===== src/rtl/led_counter_ctrl.sv =====
// led_counter_ctrl: debounces six front-panel buttons and drives the LED counter's speed, direction, run and invert controls,
// either directly from presses (MANUAL) or from a demo sweep of the speed select (AUTO).
module led_counter_ctrl #(
    parameter int DEBOUNCE_CYCLES = 16,
    parameter int STEP_CYCLES     = 64
) (
    input  logic       clk,
    input  logic       reset,
    input  logic       btn_up,
    input  logic       btn_dn,
    input  logic       btn_dir,
    input  logic       btn_pause,
    input  logic       btn_inv,
    input  logic       btn_mode,
    output logic [2:0] sw,
    output logic       ud,
    output logic       pause,
    output logic       inv,
    output logic       auto_mode
);
    localparam int DW = $clog2(DEBOUNCE_CYCLES);
    localparam int TW = $clog2(STEP_CYCLES);
    typedef enum logic [1:0] {MANUAL, RAMP_UP, RAMP_DN} state_t;
    state_t state, state_nx;
    logic [5:0] raw, s1, s2, lvl, lvl_q, press;
    logic [2:0] sw_nx;
    logic ud_nx, pause_nx, inv_nx, step;
    logic [TW-1:0] timer, timer_nx;
    assign raw   = {btn_mode, btn_inv, btn_pause, btn_dir, btn_dn, btn_up};
    assign press = lvl & ~lvl_q;
    always_ff @(posedge clk or posedge reset) begin
        if (reset) begin
            s1    <= '0;
            s2    <= '0;
            lvl_q <= '0;
        end else begin
            s1    <= raw;
            s2    <= s1;
            lvl_q <= lvl;
        end
    end
    // A level is accepted only after DEBOUNCE_CYCLES consecutive synced samples disagree with it.
    for (genvar i = 0; i < 6; i++) begin : g_db
        logic [DW-1:0] cnt;
        logic l;
        always_ff @(posedge clk or posedge reset) begin
            if (reset) begin
                cnt <= '0;
                l   <= 1'b0;
            end else if (s2[i] == l) begin
                cnt <= '0;
            end else if (cnt == DW'(DEBOUNCE_CYCLES - 1)) begin
                cnt <= '0;
                l   <= s2[i];
            end else begin
                cnt <= cnt + 1'b1;
            end
        end
        assign lvl[i] = l;
    end
    always_comb begin
        state_nx = state;
        sw_nx    = sw;
        ud_nx    = ud;
        timer_nx = '0;
        pause_nx = pause ^ press[3];
        inv_nx   = inv ^ press[4];
        step     = (state != MANUAL) && pause && (timer == TW'(STEP_CYCLES - 1)) && !press[5];
        if (state == MANUAL) begin
            state_nx = press[5] ? RAMP_UP : MANUAL;
            if (press[0] && !press[1] && sw != 3'd7) sw_nx = sw + 3'd1;
            if (press[1] && !press[0] && sw != 3'd0) sw_nx = sw - 3'd1;
            ud_nx = ud ^ press[2];
        end else if (press[5]) begin
            state_nx = MANUAL;
        end else begin
            timer_nx = pause ? (step ? '0 : timer + 1'b1) : timer;
            if (step && state == RAMP_UP) begin
                sw_nx    = (sw == 3'd7) ? sw : sw + 3'd1;
                ud_nx    = (sw == 3'd7) ? ~ud : ud;
                state_nx = (sw == 3'd7) ? RAMP_DN : RAMP_UP;
            end
            if (step && state == RAMP_DN) begin
                sw_nx    = (sw == 3'd0) ? sw : sw - 3'd1;
                ud_nx    = (sw == 3'd0) ? ~ud : ud;
                state_nx = (sw == 3'd0) ? RAMP_UP : RAMP_DN;
            end
        end
    end
    always_ff @(posedge clk or posedge reset) begin
        if (reset) begin
            state     <= MANUAL;
            timer     <= '0;
            sw        <= 3'd0;
            ud        <= 1'b1;
            pause     <= 1'b1;
            inv       <= 1'b0;
            auto_mode <= 1'b0;
        end else begin
            state     <= state_nx;
            timer     <= timer_nx;
            sw        <= sw_nx;
            ud        <= ud_nx;
            pause     <= pause_nx;
            inv       <= inv_nx;
            auto_mode <= state_nx != MANUAL;
        end
    end
endmodule

===== config.mk =====
export PLATFORM = sky130hd
export DESIGN_NAME = led_counter_ctrl
export DESIGN_NICKNAME = d
export VERILOG_FILES = /design/src/rtl/led_counter_ctrl.sv
export SDC_FILE = /design/constraint.sdc
export NUM_CORES = 1
export LEC_CHECK = 0
export ABC_AREA = 1
export BUFFER_PORTS_ARGS = -buffer_cell sky130_fd_sc_hd__buf_2
export CAP_MARGIN = 20
export CORE_AREA = 2 2 78 80
export DETAILED_ROUTE_END_ITERATION = 10
export DIE_AREA = 0 0 80 82
export PLACE_DENSITY = 0.69
export REMOVE_ABC_BUFFERS = 1
export SYNTH_ARGS = -nofsm -noshare
export SYNTH_HDL_FRONTEND = slang
export SYNTH_SLANG_ARGS = --single-unit

===== constraint.sdc =====
create_clock -name clk -period 3.6 [get_ports clk]
set_clock_uncertainty 0.2 [all_clocks]
set_input_delay 0.18 -clock clk [delete_from_list [all_inputs] [get_ports clk]]
set_output_delay 0.18 -clock clk [all_outputs]
set_load 0.03 [all_outputs]

==> impl_metrics.ini <==
[setup_path]
r2r-end = sw[1]
rr_worst_depth = 9
critPathKind = reg -> reg
crit_arrival_ps = 1930
cp_max_fo = 4
crit_buf_inv = 1
slowest_delay_ps = 420
r2r_start = sw[1]
r2r_setup_slack_ps = 1750
critPathLaunch = sw[1]
crit_required_ps = 3680
end_kind = flop
cp_cell_sequence = ha_1, ha_1, inv_1, a21oi_1, nor2_1, nand3_2, nor2_2, nand2_1, nand2_1
crit_family = simple AND/OR/NAND/NOR gates
cp_slowest_cell = dfrtp_1
start_kind = flop

[sta]
worst_hold_slack_ps = 141
fin_crit_ps = 1850
rsz0062_at_grt = false
setup_viol = 0
slew_viol_final = 0
finalHoldViolCount = 0
tightest_slew_ps = 928
slew_headroom = 0.380
finalCritPeriodShare = 0.514
max_freq_mhz = 540
fin_tns_setup_ps = 0

[yosys]
ys_warn_count = 0
ys_seq_area_frac = 0.570
ys.flop_type = dfrtp_1
synth_edf_count = 0
synth_simple_gate_area_frac = 0.214
muxShareOfSynthArea = 0.0199
synth_top_family_by_area = simple AND/OR/NAND/NOR gates
yosys.area.top_type = dfrtp_1
avgSynthCellArea_um2 = 9.83
ys_types = 26
yosysMostFrequentCell = dfrtp_1
syn_inst = 282
ys_ff_latch = 63
synthesis.area_mm2 = 0.00277
yosys.area.top_type_share = 0.551
synthTopCellsByArea = dfrtp_1 55%, nand2_1 6.4%, inv_1 5.7%, nand3_1 5.2%, ha_1 5.0%
synthTopCellsByCount = 61 x dfrtp_1, 47 x nand2_1, 42 x inv_1, 35 x nor2_1, 29 x nand3_1
synth-compound-area-share = 0.0248
synth_fa_ha_area_frac = 0.0497
synth_async_sr_flop_share = 1.00
synth-xor-area-share = 0.0632

[power_and_ir_drop]
p_leak_uw = 0.00160
p_per_area_mw_per_mm2 = 451
vdd_drop_max_uv = 257

[clock_tree]
clk_pin_slew_worst_paths_ps = 70
post_cts_buffers = 0
insertion_delay_ps = 340
cts_tree = built
cts.htree.levels = 3
cts.path.max_buffers = 2
cts_num_sinks = 63
root_buffer = clkbuf_8
numCtsBuffers = 9

[routing]
num_vias = 1881
drc = 0
drt-initial-drc-count = 49
antenna_left = 0
first_pass_iters = 4
vias_per_cell = 4.76
wl_mm = 4.30
wl_per_cell_um = 10.9

[global_route]
grt_pass1_vias = 1879
antenna_found_initial = 0
global_route.overflow_total = 0
track_usage = 0.160
grt_max_degree = 47
grt_pass1_wl_mm = 7.78

[final_layout]
antenna_cells = 0
fin_cells = 395
final_layout_size_suffix_gt1_frac = 0.131
nets = 334
area_growth_syn_to_layout_pct = 14.2
post-route-util = 0.551
design_area_mm2 = 0.00317

[placement]
io_buffers = 14
gp_congestion = 0.751
place_inst = 372
place_area_mm2 = 0.00294
hpwl_mm = 3.00

[flow_run]
drv_cap = 0

[status]
status = complete, no violations

[min_path]
min_from = s1[5]
whs_path_depth = 0
hold_path_end = s2[5]
hold_path.class = reg -> reg

[die]
core-area_mm2 = 0.00575
rows = 28
die_area_mm2 = 0.00656
die_w_um = 80
initial_core_util = 0.482
fp.dieH_um = 82
io-pin-count = 15
## layout by cell type, fill, tap and decap left out, drive strengths merged, types with 4 or more instances in the layout
cell type    count
ha              11
nand2           49
nand4            4
inv             42
xnor2           13
nor2            40
dlygate4sd3      7
nand3           31
o21ai            5
buf             15
a21oi            6
dfrtp           61
xor2             7
mux2             4
clkbuf          14
## worst reg2reg max path, delay by kind of cell (launching register included)
family | cells | cell delay (ps)
and+or+nand+nor | 5 | 590
AOI/OAI and AO/OA | 1 | 70
adders and majority gates | 2 | 430
buffers and inverters | 1 | 80
DFF | 1 | 420
## sequential cells by signal, indices dropped and copies added, names as in the netlist
register and flops:
ud 1, s2 6, auto_mode 1, timer 6, state 2, inv 1
g_db.cnt 24, pause 1, lvl_q 6, g_db.l 6, s1 6, sw 3
## how the worst max path moves through the flow
| stage | endpoint | slack [ps] | depth (start not counted) |
|---|---|---|---|
| floorplan | auto_mode | 1650 | 1 |
| global placement | sw[0] | 1830 | 9 |
| detailed placement | sw[1] | 1810 | 9 |
| CTS | sw[1] | 1780 | 9 |
| global route | sw[1] | 1600 | 9 |
| finish | sw[1] | 1750 | 9 |
## where the power goes
group | internal [µW] | leakage (µW) | switching (µW)
clock | 249 | 0.0000784 | 254
sequential | 746 | 0.000829 | 25.9
combinational | 58.3 | 0.000698 | 95.0
## routing by layer
metal / part of all wire / GRT usage / vias up
met4: 0.028 / 0.100 / 0
li1: - / - / 957
met2: 0.48 / 0.255 / 24
met5: 0 / 0 / -
met3: 0.029 / 0.0495 / 9
met1: 0.46 / 0.188 / 891
## stage by stage
stage / setup WS [ps] / power [µW]
2_1_floorplan: 1650 / 896
3_3_place_gp: 1830 / 932
3_5_place_dp: 1810 / 936
4_1_cts: 1780 / 1450
5_1_grt: 1600 / 1510
6_report: 1750 / 1430
## what timing repair did
item,in CTS,in global routing
gates resized for setup,0,0
endpoints found under the hold margin,49,0
hold buffers,7,0
## area by class of cell
type / count / area, µm²
timing repair buffer: 22 / 148
clock buffer: 14 / 143
fill: 550 / 2580
clock inverter: 2 / 10.0
sequential: 63 / 1580
tap: 75 / 93.8
inverter: 43 / 161
multi-input combinational: 176 / 1030
## cell families after synthesis
| kind of cell | count (synthesis) |
|---|---|
| flip-flops | 63 |
| buffers and inverters | 43 |
| adder cells (fa/ha/maj) | 11 |
| XOR/XNOR | 20 |
| AO/OA/AOI/OAI | 13 |
| AND/OR/NAND/NOR | 127 |
| multiplexers | 5 |
Note: power is estimated with default switching activity, not from simulation.
